===== src/rtl/i_cache_loader_if.sv =====
// Loader stream (valid/ready word input) and i-cache byte write port, bundled for i_cache_loader.
// slave = controller side, master = loader/memory environment side.
interface i_cache_loader_if #(
    parameter int Depth     = 120,
    parameter int ElemWidth = 8,
    parameter int DPW       = 32
);
    localparam int AddrW = $clog2(Depth);

    logic                 ld_valid_i;
    logic [DPW-1:0]       ld_data_i;
    logic                 ld_ready_o;
    logic                 mem_we_o;
    logic [AddrW-1:0]     mem_waddr_o;
    logic [ElemWidth-1:0] mem_wdata_o;

    modport slave (
        input  ld_valid_i, ld_data_i,
        output ld_ready_o, mem_we_o, mem_waddr_o, mem_wdata_o
    );

    modport master (
        output ld_valid_i, ld_data_i,
        input  ld_ready_o, mem_we_o, mem_waddr_o, mem_wdata_o
    );
endinterface


===== src/rtl/i_cache_loader.sv =====
// Sequential i-cache loader: takes 32-bit words, writes them as little-endian bytes, stalls fetch until done.
// Optional image checksum verification is enabled by defining I_CACHE_LOADER_CSUM_EN.
module i_cache_loader #(
    parameter int ElemWidth = 8,
    parameter int Depth     = 120,
    parameter int DPW       = 32,
    localparam int AddrW    = $clog2(Depth),
    localparam int LenW     = $clog2(Depth / 4 + 1)
) (
    input  logic               clk,
    input  logic               arst_n,
    input  logic               load_start_i,
    input  logic [LenW-1:0]    load_len_i,
    input  logic [DPW-1:0]     ld_csum_i,
    i_cache_loader_if.slave    bus,
    output logic               core_stall_o,
    output logic               load_done_o,
    output logic               load_err_o,
    output logic               csum_err_o
);
    localparam int MaxWords = Depth / 4;

    typedef enum logic [1:0] {
        S_IDLE   = 2'd0,
        S_ACCEPT = 2'd1,
        S_WRITE  = 2'd2,
        S_RUN    = 2'd3
    } state_t;

    state_t            r_state;
    state_t            w_next;
    logic [AddrW-1:0]  r_addr;
    logic [1:0]        r_byte_cnt;
    logic [LenW-1:0]   r_words_left;
    logic [DPW-1:0]    r_word;
    logic              r_load_err;
    logic              r_we;
    logic              r_stall;
    logic              r_done;
    logic              w_we_nxt;
    logic              w_stall_nxt;
    logic              w_done_nxt;
    logic              w_len_ok;
    logic              w_start;
    logic              w_hs;
    logic              w_last_byte;
    logic              w_last_word;
    logic              w_csum_ok;

    assign w_len_ok    = (load_len_i != {LenW{1'b0}}) && (load_len_i <= LenW'(MaxWords));
    assign w_start     = load_start_i && ((r_state == S_IDLE) || (r_state == S_RUN));
    assign w_hs        = (r_state == S_ACCEPT) && bus.ld_valid_i;
    assign w_last_byte = (r_state == S_WRITE) && (r_byte_cnt == 2'd3);
    assign w_last_word = (r_words_left == LenW'(1));

`ifdef I_CACHE_LOADER_CSUM_EN
    logic [DPW-1:0] r_acc;
    logic [DPW-1:0] r_csum;
    logic           r_csum_err;

    assign w_csum_ok  = (r_acc == r_csum);
    assign csum_err_o = r_csum_err;

    // Checksum accumulator, expected value latch and sticky mismatch flag
    always_ff @(posedge clk or negedge arst_n) begin
        if (!arst_n) begin
            r_acc      <= {DPW{1'b0}};
            r_csum     <= {DPW{1'b0}};
            r_csum_err <= 1'b0;
        end else if (w_start) begin
            r_acc      <= {DPW{1'b0}};
            r_csum     <= ld_csum_i;
            r_csum_err <= 1'b0;
        end else if (w_hs) begin
            r_acc      <= r_acc + bus.ld_data_i;
        end else if (w_last_byte && w_last_word && !w_csum_ok) begin
            r_csum_err <= 1'b1;
        end else begin
            r_acc      <= r_acc;
        end
    end
`else
    logic w_unused_csum;

    assign w_unused_csum = ^ld_csum_i;
    assign w_csum_ok     = 1'b1;
    assign csum_err_o    = 1'b0;
`endif

    // State register
    always_ff @(posedge clk or negedge arst_n) begin
        if (!arst_n) begin
            r_state <= S_IDLE;
        end else begin
            r_state <= w_next;
        end
    end

    // Next-state decode
    always_comb begin
        w_next = r_state;
        case (r_state)
            S_IDLE: begin
                if (load_start_i && w_len_ok) w_next = S_ACCEPT;
                else                          w_next = S_IDLE;
            end
            S_ACCEPT: begin
                if (bus.ld_valid_i) w_next = S_WRITE;
                else                w_next = S_ACCEPT;
            end
            S_WRITE: begin
                if (!w_last_byte)     w_next = S_WRITE;
                else if (!w_last_word) w_next = S_ACCEPT;
                else if (w_csum_ok)   w_next = S_RUN;
                else                  w_next = S_IDLE;
            end
            S_RUN: begin
                if (!load_start_i)  w_next = S_RUN;
                else if (w_len_ok)  w_next = S_ACCEPT;
                else                w_next = S_IDLE;
            end
            default: w_next = S_IDLE;
        endcase
    end

    // Output decode, evaluated on the next state so the outputs can be registered
    always_comb begin
        w_we_nxt    = 1'b0;
        w_stall_nxt = 1'b1;
        w_done_nxt  = 1'b0;
        case (w_next)
            S_WRITE: w_we_nxt    = 1'b1;
            S_RUN: begin
                w_stall_nxt = 1'b0;
                w_done_nxt  = (r_state == S_WRITE);
            end
            default: begin
                w_we_nxt    = 1'b0;
                w_stall_nxt = 1'b1;
            end
        endcase
    end

    // Registered control outputs
    always_ff @(posedge clk or negedge arst_n) begin
        if (!arst_n) begin
            r_we    <= 1'b0;
            r_stall <= 1'b1;
            r_done  <= 1'b0;
        end else begin
            r_we    <= w_we_nxt;
            r_stall <= w_stall_nxt;
            r_done  <= w_done_nxt;
        end
    end

    // Datapath: the word register shifts right a byte per write so byte 0 of the word is always on the bus
    always_ff @(posedge clk or negedge arst_n) begin
        if (!arst_n) begin
            r_addr       <= {AddrW{1'b0}};
            r_byte_cnt   <= 2'd0;
            r_words_left <= {LenW{1'b0}};
            r_word       <= {DPW{1'b0}};
            r_load_err   <= 1'b0;
        end else if (w_start) begin
            r_addr       <= {AddrW{1'b0}};
            r_byte_cnt   <= 2'd0;
            r_words_left <= load_len_i;
            r_load_err   <= !w_len_ok;
        end else if (w_hs) begin
            r_word       <= bus.ld_data_i;
            r_byte_cnt   <= 2'd0;
        end else if (r_state == S_WRITE) begin
            r_word       <= {{ElemWidth{1'b0}}, r_word[DPW-1:ElemWidth]};
            r_byte_cnt   <= r_byte_cnt + 2'd1;
            // hold the address on the image's final byte so it never points past the array
            if (!(w_last_byte && w_last_word)) r_addr <= r_addr + AddrW'(1);
            else                               r_addr <= r_addr;
            if (w_last_byte) r_words_left <= r_words_left - LenW'(1);
            else             r_words_left <= r_words_left;
        end else begin
            r_word       <= r_word;
        end
    end

    assign bus.ld_ready_o  = (r_state == S_ACCEPT);
    assign bus.mem_we_o    = r_we;
    assign bus.mem_waddr_o = r_addr;
    assign bus.mem_wdata_o = r_word[ElemWidth-1:0];
    assign core_stall_o    = r_stall;
    assign load_done_o     = r_done;
    assign load_err_o      = r_load_err;
endmodule


===== src/flat_wrapper.sv =====
// flat-port wrapper written by rule: the top's interface ports become plain ports
module i_cache_loader_flat 
#(
    parameter int ElemWidth = 8,
    parameter int Depth     = 120,
    parameter int DPW       = 32,
    localparam int AddrW    = $clog2(Depth),
    localparam int LenW     = $clog2(Depth / 4 + 1)
)
  (clk, arst_n, load_start_i, load_len_i, ld_csum_i, core_stall_o, load_done_o, load_err_o, csum_err_o, bus_ld_valid_i, bus_ld_data_i, bus_ld_ready_o, bus_mem_we_o, bus_mem_waddr_o, bus_mem_wdata_o);
  i_cache_loader_if #(.Depth(Depth), .ElemWidth(ElemWidth), .DPW(DPW)) bus_i ();
  input  logic clk;
  input  logic arst_n;
  input  logic load_start_i;
  input  logic [LenW-1:0] load_len_i;
  input  logic [DPW-1:0] ld_csum_i;
  output logic core_stall_o;
  output logic load_done_o;
  output logic load_err_o;
  output logic csum_err_o;
  input wire logic [$bits(bus_i.ld_valid_i)-1:0] bus_ld_valid_i;
  input wire logic [$bits(bus_i.ld_data_i)-1:0] bus_ld_data_i;
  output wire logic [$bits(bus_i.ld_ready_o)-1:0] bus_ld_ready_o;
  output wire logic [$bits(bus_i.mem_we_o)-1:0] bus_mem_we_o;
  output wire logic [$bits(bus_i.mem_waddr_o)-1:0] bus_mem_waddr_o;
  output wire logic [$bits(bus_i.mem_wdata_o)-1:0] bus_mem_wdata_o;
  assign bus_i.ld_valid_i = bus_ld_valid_i;
  assign bus_i.ld_data_i = bus_ld_data_i;
  assign bus_ld_ready_o = bus_i.ld_ready_o;
  assign bus_mem_we_o = bus_i.mem_we_o;
  assign bus_mem_waddr_o = bus_i.mem_waddr_o;
  assign bus_mem_wdata_o = bus_i.mem_wdata_o;
  i_cache_loader #(.ElemWidth(ElemWidth), .Depth(Depth), .DPW(DPW)) u_core (.clk(clk), .arst_n(arst_n), .load_start_i(load_start_i), .load_len_i(load_len_i), .ld_csum_i(ld_csum_i), .bus(bus_i), .core_stall_o(core_stall_o), .load_done_o(load_done_o), .load_err_o(load_err_o), .csum_err_o(csum_err_o));
endmodule

===== config.mk =====
export PLATFORM = sky130hd
export DESIGN_NAME = i_cache_loader_flat
export DESIGN_NICKNAME = d
export VERILOG_FILES = /design/src/rtl/i_cache_loader_if.sv /design/src/rtl/i_cache_loader.sv /design/src/flat_wrapper.sv
export SDC_FILE = /design/constraint.sdc
export NUM_CORES = 1
export LEC_CHECK = 0
export BUFFER_PORTS_ARGS = -buffer_cell sky130_fd_sc_hd__buf_4
export CORE_ASPECT_RATIO = 0.75
export CORE_MARGIN = 5
export CORE_UTILIZATION = 45
export CTS_BUF_LIST = sky130_fd_sc_hd__clkbuf_4
export DETAILED_ROUTE_END_ITERATION = 16
export PLACE_DENSITY = 0.72
export SYNTH_ARGS = -nofsm -noshare
export SYNTH_HDL_FRONTEND = slang
export SYNTH_SLANG_ARGS = --single-unit

===== constraint.sdc =====
create_clock -name clk -period 5.1 [get_ports clk]
set_input_delay 0.255 -clock clk [delete_from_list [all_inputs] [get_ports clk]]
set_output_delay 0.255 -clock clk [all_outputs]
set_load 0.1 [all_outputs]

==> reports/results.txt, run 1 <==
clk buf depth: 2
Slew headroom: 24.2%
crit start category: flop
die area: 7370 um2
max layer used: met4
Port-buffer cells: 60
core area: 5470 um2
DIE HEIGHT: 75.6 um
Worst Skew: 12.3 ps
initial antenna violation count: 0
met2 WL: 2.19 mm
Worst IR Drop VDD: 0.201 mV
crit end category: flop
total global-route track usage: 15.3%
Rows: 23
Via density: 4.93
Post-DRT Antenna Nets: 0
die width: 97.5 um
Hold WC Path Type: input port to flop
grt ovf: 0
largest net degree at the start of global routing: 57
Cells after DPL: 364
vias in the first global route: 1,924
multi-input combinational cell area: 1140 um2
crit-path leading delay family: compound AO/OA/AOI/OAI gates
Worst Path Arrival: 2840 ps
most common cell in the netlist: dfrtp_1
clock root cell: clkbuf_4
Data required, critical path: 5290 ps
CTS sink count: 52
Slew Viols, Final: 0
ranking of synthesized cells by area: dfrtp_1 49%, mux2i_1 11%, o21ai_0 6.8%
later-pin clock latency in the skew report: 360 ps
1st-iter DRT viols: 60
Leakage Power: 0.00140 uW
RSZ-0062 raised after global routing: no
most frequent cells after synthesis: 51 x dfrtp_1, 36 x nand2_1, 35 x o21ai_0
post-route minimum period: 2650 ps
first-pass GRT wire length: 9.05 mm
wire per inst: 14.2 um
Layout area overhead: 19.0%
final setup fails: 0
Layout Cells excl Fill: 373
post-synth top area cell: dfrtp_1
post-synthesis cell count: 250
vias: 1,838
Fmax achieved: 0.377 GHz
Worst-Margin Slew: 1130 ps
CTS buffer count: 5
layout cells sized above 1: 24.8%
Post-synth EDFFs: 0
CTS H-tree depth: 2
Worst Path Max Fanout: 56
post-synth cell types: 33
setup bufs post-CTS: 0
fin nets: 378
ANT cells: 0
Post-DP HPWL: 3.88 mm
FILL cells: 510
number of top-level pins: 94
hold_ws: 103 ps
detailed-route DRC error count: 0
Hold Vio Cnt, Final: 0
CP Cell Sequence: inv_1 > ha_1 > and2_2 > o21ai_4 > o21ai_0
flops & latches, synth: 52
Slowest Stage Delay on Critical Path: 1000 ps
Initial Util: 47.3%
max_cap viols: 0
setup tns final: 0 ps
power per cell area: 563 nW/um2
Synth Flop Type: dfrtp_1
sequential-to-total area share from yosys stat: 50.4%
DRT Wirelength: 5.29 mm
Setup CP Type: flop to flop
Register Area: 1300 um2
Synth Net Count: 331
top-area cell type share of the netlist area: 49.4%
Avg Cell Area, Syn: 10.3 um2
M1 wire length: 2.74 mm
GPL Wtd Cong: 0.815
status: finished, final reports clean
yosys warns: 0
clock-pin slew on the worst setup and hold paths: 140 ps
CP bufs+invs: 1
synthesized cell area: 2580 um2
Crit-path slowest cell: o21ai_4
met3 WL post-DR: 306 um
final critical-path share of the clock period: 51.9%
async set-reset flop share out of synthesis: 100%
CTS tree: yes
drt pass-1 iters: 4
-- metal layers --
metal | vias to the layer above | track usage, %
met3 | 5 | 4.03
li1 | 957 | -
met4 | 0 | 4.15
met5 | - | 0
met2 | 42 | 24.1
met1 | 834 | 21.4
-- final timing paths --
check,start,slack (ps),to,cells after the start
setup reg to reg,u_core.r_state[1],2450,u_core.r_word[20],5
setup / recovery,u_core.r_state[1],2450,u_core.r_word[20],5
max in group asynchronous,arst_n,4230,u_core.bus.mem_waddr_o[3],2
hold reg to reg,u_core.r_word[3],500,u_core.r_word[3],2
min in group asynchronous,arst_n,440,u_core.r_state[0],2
hold / removal,bus_ld_data_i[29],100,u_core.r_word[29],2
-- final cells by class --
type	count	area share, %
clock buffer	5	1.22
timing repair buffer	62	15.2
inverter	6	0.732
multi-input combinational	170	37.0
tap	75	3.05
sequential	52	42.4
clock inverter	3	0.448
-- registers in the layout (all words and copies together), names as in the netlist --
register	cells
u_core.r_words_left	5
u_core.load_err_o	1
u_core.bus.mem_waddr_o	7
u_core.r_word	32
u_core.r_byte_cnt	2
u_core.bus.mem_we_o	1
u_core.r_state	2
u_core.load_done_o	1
u_core.core_stall_o	1
-- worst reg2reg max path, cell delays in order (launching register included) --
cell,delay [ps]
dfrtp_1,430
inv_1,80
ha_1,220
and2_2,470
o21ai_4,1020
o21ai_0,260
-- cell usage in the layout (no fill, tap or decap), drive strengths merged, types with 2 or more instances in the layout --
cell,n
a211oi,2
nor3,5
nor4,2
nand3,4
nand2b,6
buf,61
dfrtp,51
and2,2
nand2,36
clkbuf,5
ha,8
a21oi,4
a22o,8
nor4b,2
nor2,6
clkinv,3
nand4,4
xnor2,7
o21ai,35
inv,6
mux2i,28
-- where the power goes --
group / leakage [uW] / total, uW / switching, uW / internal, uW
sequential: 0.000680 / 660 / 95.0 / 565
combinational: 0.000685 / 898 / 626 / 271
clock: 0.0000324 / 173 / 122 / 51.0
total: 0.00140 / 1730 / 844 / 888
-- stage by stage --
| step | instance area, um2 | utilization [%] | setup slack [ps] | total power (uW) |
|---|---|---|---|---|
| 3_5_place_dp | 3010 | 55.1 | 2470 | 1580 |
| 5_1_grt | 3080 | 56.2 | 2220 | 1860 |
| 4_1_cts | 3080 | 56.2 | 2450 | 1750 |
| 2_1_floorplan | 2580 | - | 2730 | 1420 |
| 6_report | 3080 | 56.2 | 2450 | 1730 |
| 3_3_place_gp | 3010 | 55.1 | 2520 | 1550 |
-- cells by family after synthesis --
group                    share of synthesized area (%)
other                                            0.145
adder cells (fa/ha/maj)                           3.87
flip-flops                                        50.4
buffers and inverters                             6.05
AND/OR/NAND/NOR                                   13.6
AO/OA/AOI/OAI                                     12.3
multiplexers                                      10.8
XOR/XNOR                                          2.71
-- timing repair --
| item | in CTS | in global routing |
|---|---|---|
| hold endpoints to repair | 51 | 0 |
| hold buffers | 1 | 0 |
| resized for setup | 0 | 0 |
(Power assumes the default switching activity.)
==> inputs of run 2 (changes only) <==
--- a/config.mk
+++ b/config.mk
@@ -11,7 +11,7 @@
 export CORE_UTILIZATION = 45
 export CTS_BUF_LIST = sky130_fd_sc_hd__clkbuf_4
 export DETAILED_ROUTE_END_ITERATION = 16
-export PLACE_DENSITY = 0.72
+export PLACE_DENSITY = 0.75
 export SYNTH_ARGS = -nofsm -noshare
 export SYNTH_HDL_FRONTEND = slang
 export SYNTH_SLANG_ARGS = --single-unit
==> constraint.sdc (replaced) <==
create_clock -name clk -period 2.3 [get_ports clk]
set_input_delay 0.115 -clock clk [delete_from_list [all_inputs] [get_ports clk]]
set_output_delay 0.115 -clock clk [all_outputs]
set_load 0.1 [all_outputs]
==> run 2 against run 1 <==
Via count rose by 6.7%. Critical path type unchanged. Non-clock buffer count up 15. Combinational power grew 130%. Clock skew is 10 ps higher. Largest cell class unchanged. Count of clock-buffer cells in the layout increased by 1. Critical endpoint is now u_core.r_words_left[3].
==> reports/results.txt, run 2 (same netlist as run 1, synthesis figures left out) <==
Most flops, register: u_core.r_word (unchanged)
ANT cells: 0 (unchanged)
Worst IR Drop VDD: 0.389 mV (was 0.201 mV)
met1 usage: 21.9% (was 21.4%)
die area: 7370 um2 (unchanged)
fin nets: 394 (was 378)
grt ovf: 0 (unchanged)
setup bufs post-CTS: 0 (unchanged)
clk buf depth: 2 (unchanged)
R2R Setup Slk: 260 ps (was 2450 ps)
layout cells sized above 1: 25.5% (was 24.8%)
first-pass GRT wire length: 9.06 mm (was 9.05 mm)
crit end category: flop (unchanged)
Via density: 5.04 (was 4.93)
Data required, critical path: 2540 ps (was 5290 ps)
reg2reg path depth: 7 (was 5)
most frequent cells in the layout: 63 x buf_4, 51 x dfrtp_1, 36 x nand2_1, 34 x o21ai_0, 28 x mux2i_1 (was 61 x buf_4, 51 x dfrtp_1, 36 x nand2_1, 34 x o21ai_0, 28 x mux2i_1)
met2 track demand over resource: 23.8% (was 24.1%)
clock-pin slew on the worst setup and hold paths: 160 ps (was 140 ps)
final setup fails: 0 (unchanged)
commonest non-fill, non-tap cell in the layout: buf_4 (unchanged)
Setup CP Type: flop to flop (unchanged)
core area: 5470 um2 (unchanged)
final critical-path share of the clock period: 88.7% (was 51.9%)
die width: 97.5 um (unchanged)
CTS H-tree depth: 2 (unchanged)
DIE HEIGHT: 75.6 um (unchanged)
Hold Vio Cnt, Final: 0 (unchanged)
Worst Skew: 22.5 ps (was 12.3 ps)
Slew headroom: 50.9% (was 24.2%)
wire per inst: 14.6 um (was 14.2 um)
Initial Util: 47.3% (unchanged)
Min-Delay Path Depth: 3 (was 2)
CTS buffer count: 5 (unchanged)
Layout area overhead: 26.6% (was 19.0%)
Slew Viols, Final: 0 (unchanged)
post-route minimum period: 2040 ps (was 2650 ps)
vias: 1,962 (was 1,838)
initial antenna violation count: 0 (unchanged)
largest net degree at the start of global routing: 57 (unchanged)
Final Power: 4060 uW (was 1730 uW)
max reg flops: 32 (unchanged)
status: finished, final reports clean (unchanged)
CTS sink count: 52 (unchanged)
Post-DRT Antenna Nets: 0 (unchanged)
worst reg2reg endpoint: u_core.r_words_left[3] (was u_core.r_word[20])
Worst Path Arrival: 2280 ps (was 2840 ps)
clock root cell: clkbuf_4 (unchanged)
DRT Wirelength: 5.67 mm (was 5.29 mm)
met3 Use GR: 3.39% (was 4.03%)
r2r startpoint: u_core.r_state[1] (unchanged)
CTS tree: yes (unchanged)
Leakage Power: 0.00148 uW (was 0.00140 uW)
total global-route track usage: 15.3% (about the same)
1st-iter DRT viols: 91 (was 60)
GPL Wtd Cong: 0.781 (was 0.815)
Hold EP: u_core.r_word[3] (was u_core.r_word[29])
Worst Path Max Fanout: 31 (was 56)
Hold WC Path Type: input port to flop (unchanged)
crit start category: flop (unchanged)
detailed-route DRC error count: 0 (unchanged)
Port-buffer cells: 60 (unchanged)
Fmax achieved: 0.490 GHz (was 0.377 GHz)
Rows: 23 (unchanged)
RSZ-0062 raised after global routing: no (unchanged)
Worst-Margin Slew: 734 ps (was 1130 ps)
vias in the first global route: 1,896 (was 1,924)
Most Crowded Layer GR: met2 (unchanged)
max_cap viols: 0 (unchanged)
power per cell area: 1240 nW/um2 (was 563 nW/um2)
later-pin clock latency in the skew report: 360 ps (about the same)
Post-DP HPWL: 3.92 mm (was 3.88 mm)
number of top-level pins: 94 (unchanged)
setup tns final: 0 ps (unchanged)
hold_sp: bus_ld_data_i[3] (was bus_ld_data_i[29])
drt pass-1 iters: 4 (unchanged)
## run 2: stage by stage
step / std cells / worst slack (ps) / hold WS [ps] / utilization (%) / area [um2]
after global placement: 366 / 197 / 187 / 55.4 / 3030
after CTS: 388 / 62.8 / 25.9 / 59.5 / 3250
after global routing: 389 / 11.4 / 15.1 / 59.8 / 3270
after floorplan: 250 / 248 / -181 / - / 2590
after detailed placement: 366 / 96.1 / 196 / 55.4 / 3030
final: 389 / 259 / 30.4 / 59.8 / 3270
## run 2: where the power goes
| group | total [uW] | switching (uW) | internal (uW) |
|---|---|---|---|
| logic | 2070 | 1430 | 638 |
| clock network | 519 | 279 | 240 |
| registers | 1470 | 213 | 1250 |
| total | 4060 | 1930 | 2130 |
## run 2: worst max-delay path by stage
stage	start	to	slack (ps)
global route	u_core.r_state[1]	u_core.r_words_left[3]	10
floorplan	u_core.r_state[1]	u_core.r_word[16]	250
finish	u_core.r_state[1]	u_core.r_words_left[3]	260
CTS	u_core.r_state[0]	u_core.r_word[7]	60
detailed placement	u_core.r_state[0]	u_core.r_word[7]	100
global placement	u_core.r_state[1]	u_core.r_word[22]	200
## run 2: area by class of cell
class / instances / area (um2)
Sequential cell: 52 / 1300
Tap cell: 75 / 93.8
Clock inverter: 2 / 35.0
Fill cell: 494 / 2200
Inverter: 6 / 22.5
Timing Repair Buffer: 77 / 613
Clock buffer: 6 / 45.0
Multi-Input combinational cell: 171 / 1160
## run 2: per-layer routing
metal | wire length (um) | share of wire [%]
met5 | 0 | 0
met4 | 56 | 0.99
met3 | 261 | 4.6
met2 | 2600 | 46
met1 | 2750 | 49
## run 2: worst max-delay path, stage by stage (launching register included)
cell     delay (ps)
dfrtp_1         440
inv_1            80
ha_2            190
and2_2          220
buf_4           300
nor4b_1         410
xnor2_1         160
o21ai_0         100
## run 2: repair_timing
action | CTS | global route
hold buffers | 14 | 0
endpoints found under the setup margin | 0 | 32
gates resized for setup | 0 | 2
endpoints found under the hold margin | 64 | 0
==> inputs of run 3 (changes only) <==
--- a/config.mk
+++ b/config.mk
@@ -7,7 +7,7 @@
 export LEC_CHECK = 0
 export BUFFER_PORTS_ARGS = -buffer_cell sky130_fd_sc_hd__buf_4
 export CORE_ASPECT_RATIO = 0.75
-export CORE_MARGIN = 5
+export CORE_MARGIN = 2
 export CORE_UTILIZATION = 45
 export CTS_BUF_LIST = sky130_fd_sc_hd__clkbuf_4
 export DETAILED_ROUTE_END_ITERATION = 16
==> run 3 against run 2 <==
Via count rose by 2.3%. Cell area down 0.84%. Setup slack got worse by 20 ps. Power down 3.2%. Routed wire length fell by 3.8%. Count of clock-buffer cells in the layout decreased by 1. Maximum frequency is 0.97% lower. Clock power fell by 23%. First-iteration DRC count is 25% higher. Register-to-register slack lost 20 ps. Die area fell by 14%. Critical path type unchanged. Critical endpoint unchanged. Largest cell class unchanged.
==> reports/results.txt, run 3 (same netlist as run 1, synthesis figures left out) <==
met3 WL post-DR: 223 um (was 261 um)
GPL Wtd Cong: 0.833 (was 0.781)
crit end category: flop (unchanged)
max layer used: met4 (unchanged)
multi-input combinational cell area: 1160 um2 (about the same)
final critical-path share of the clock period: 89.6% (was 88.7%)
clock root cell: clkbuf_4 (unchanged)
die area: 6370 um2 (was 7370 um2)
Hold WC Path Type: input port to flop (unchanged)
Via density: 5.16 (was 5.04)
Worst-Margin Slew: 710 ps (was 734 ps)
hold_sp: bus_ld_data_i[5] (was bus_ld_data_i[3])
Register Area: 1300 um2 (unchanged)
Setup CP Type: flop to flop (unchanged)
Hold EP: u_core.r_word[5] (was u_core.r_word[3])
max reg flops: 32 (unchanged)
Hold Vio Cnt, Final: 0 (unchanged)
CP Cell Sequence: inv_1 > ha_1 > buf_4 > nand2_1 > nor4b_1 > xnor2_1 > o21ai_0 (was inv_1 > ha_2 > and2_2 > buf_4 > nor4b_1 > xnor2_1 > o21ai_0)
power per cell area: 1210 nW/um2 (was 1240 nW/um2)
Port-buffer cells: 60 (unchanged)
Post-DRT Antenna Nets: 0 (unchanged)
M1 wire length: 2.59 mm (was 2.75 mm)
Layout area overhead: 25.5% (was 26.6%)
worst reg2reg endpoint: u_core.r_words_left[3] (unchanged)
vias in the first global route: 2,029 (was 1,896)
DIE HEIGHT: 69.6 um (was 75.6 um)
Data required, critical path: 2540 ps (about the same)
die width: 91.5 um (was 97.5 um)
Worst IR Drop VDD: 0.450 mV (was 0.389 mV)
number of top-level pins: 94 (unchanged)
later-pin clock latency in the skew report: 360 ps (about the same)
CTS tree: yes (unchanged)
DRT Wirelength: 5.45 mm (was 5.67 mm)
Worst Path Arrival: 2300 ps (was 2280 ps)
1st-iter DRT viols: 114 (was 91)
total global-route track usage: 18.2% (was 15.3%)
CTS H-tree depth: 2 (unchanged)
CTS sink count: 52 (unchanged)
r2r startpoint: u_core.r_state[0] (was u_core.r_state[1])
wire per inst: 14.0 um (was 14.6 um)
Slew headroom: 52.0% (was 50.9%)
largest net degree at the start of global routing: 57 (unchanged)
RSZ-0062 raised after global routing: no (unchanged)
post-route minimum period: 2060 ps (was 2040 ps)
vias: 2,008 (was 1,962)
FILL cells: 475 (was 494)
layout cells sized above 1: 24.8% (was 25.5%)
CTS buffer count: 5 (unchanged)
setup tns final: 0 ps (unchanged)
Most flops, register: u_core.r_word (unchanged)
Worst Path Max Fanout: 10 (was 31)
fin nets: 394 (unchanged)
met2 WL: 2.57 mm (was 2.60 mm)
detailed-route DRC error count: 0 (unchanged)
clk buf depth: 2 (unchanged)
Fmax achieved: 0.485 GHz (was 0.490 GHz)
crit start category: flop (unchanged)
Crit-path slowest cell: ha_1 (was dfrtp_1)
Slew Viols, Final: 0 (unchanged)
R2R Setup Slk: 240 ps (was 260 ps)
Min-Delay Path Depth: 3 (unchanged)
drt pass-1 iters: 4 (unchanged)
clock-pin slew on the worst setup and hold paths: 150 ps (was 160 ps)
initial antenna violation count: 0 (unchanged)
Slowest Stage Delay on Critical Path: 470 ps (was 440 ps)
Initial Util: 47.5% (was 47.3%)
most frequent cells in the layout: 63 x buf_4, 51 x dfrtp_1, 36 x nand2_1, 34 x o21ai_0, 28 x mux2i_1 (unchanged)
ANT cells: 0 (unchanged)
Final Power: 3930 uW (was 4060 uW)
status: finished, final reports clean (unchanged)
commonest non-fill, non-tap cell in the layout: buf_4 (unchanged)
Post-DP HPWL: 3.74 mm (was 3.92 mm)
first-pass GRT wire length: 9.37 mm (was 9.06 mm)
Leakage Power: 0.00146 uW (was 0.00148 uW)
Rows: 23 (unchanged)
core area: 5440 um2 (was 5470 um2)
reg2reg path depth: 7 (unchanged)
final setup fails: 0 (unchanged)
grt ovf: 0 (unchanged)
Worst Skew: 16.9 ps (was 22.5 ps)
max_cap viols: 0 (unchanged)
## run 3: worst max-delay path by stage
stage	startpoint	end	cells after the start
global route	u_core.r_state[0]	u_core.r_words_left[4]	7
global placement	u_core.r_state[1]	u_core.r_word[23]	5
floorplan	u_core.r_state[1]	u_core.r_word[16]	8
detailed placement	u_core.r_state[0]	u_core.r_word[23]	4
finish	u_core.r_state[0]	u_core.r_words_left[3]	7
CTS	u_core.r_state[1]	u_core.r_word[23]	5
## run 3: per-layer routing
metal	GRT usage (%)	vias up
li1	-	987
met1	24.4	974
met4	5.22	0
met3	3.59	4
met5	0	-
met2	30.2	43
## run 3: critical path, delay by kind of cell (launching register included)
family / cells / cell delay (ps)
adders and majority gates: 1 / 470
and+or+nand+nor: 2 / 460
DFF: 1 / 430
buffers and inverters: 2 / 330
xor gates and xnor gates: 1 / 170
AOI/OAI and AO/OA: 1 / 90
## run 3: repair_timing
item	CTS	global route
endpoints found under the setup margin	0	26
hold buffers	14	0
hold endpoints to repair	64	0
buffers inserted	0	0
resized for setup	0	1
## run 3: stage by stage
stage / std cells / setup WS, ps / utilization (%) / hold WS, ps / area, um2
finish: 389 / 239 / 59.6 / 33.7 / 3240
CTS: 388 / 72.9 / 59.3 / 22.8 / 3230
floorplan: 250 / 248 / - / -181 / 2590
global placement: 366 / 181 / 55.7 / 186 / 3030
global route: 389 / 44.3 / 59.6 / 25.1 / 3240
detailed placement: 366 / 110 / 55.7 / 192 / 3030
## run 3: cell type report
cell class	count	area share (%)
repair buffers	77	18.9
multi-input cells	171	35.6
clock inverters	3	0.540
well taps	75	2.89
inverters	6	0.694
clock buffers	5	1.16
flip-flops and latches	52	40.2
## run 3: where the power goes
part | switching [uW] | internal (uW) | leakage [uW]
Sequential | 208 | 1250 | 0.000680
Combinational | 1430 | 638 | 0.000752
Clock | 281 | 119 | 0.0000330
Total | 1920 | 2010 | 0.00146
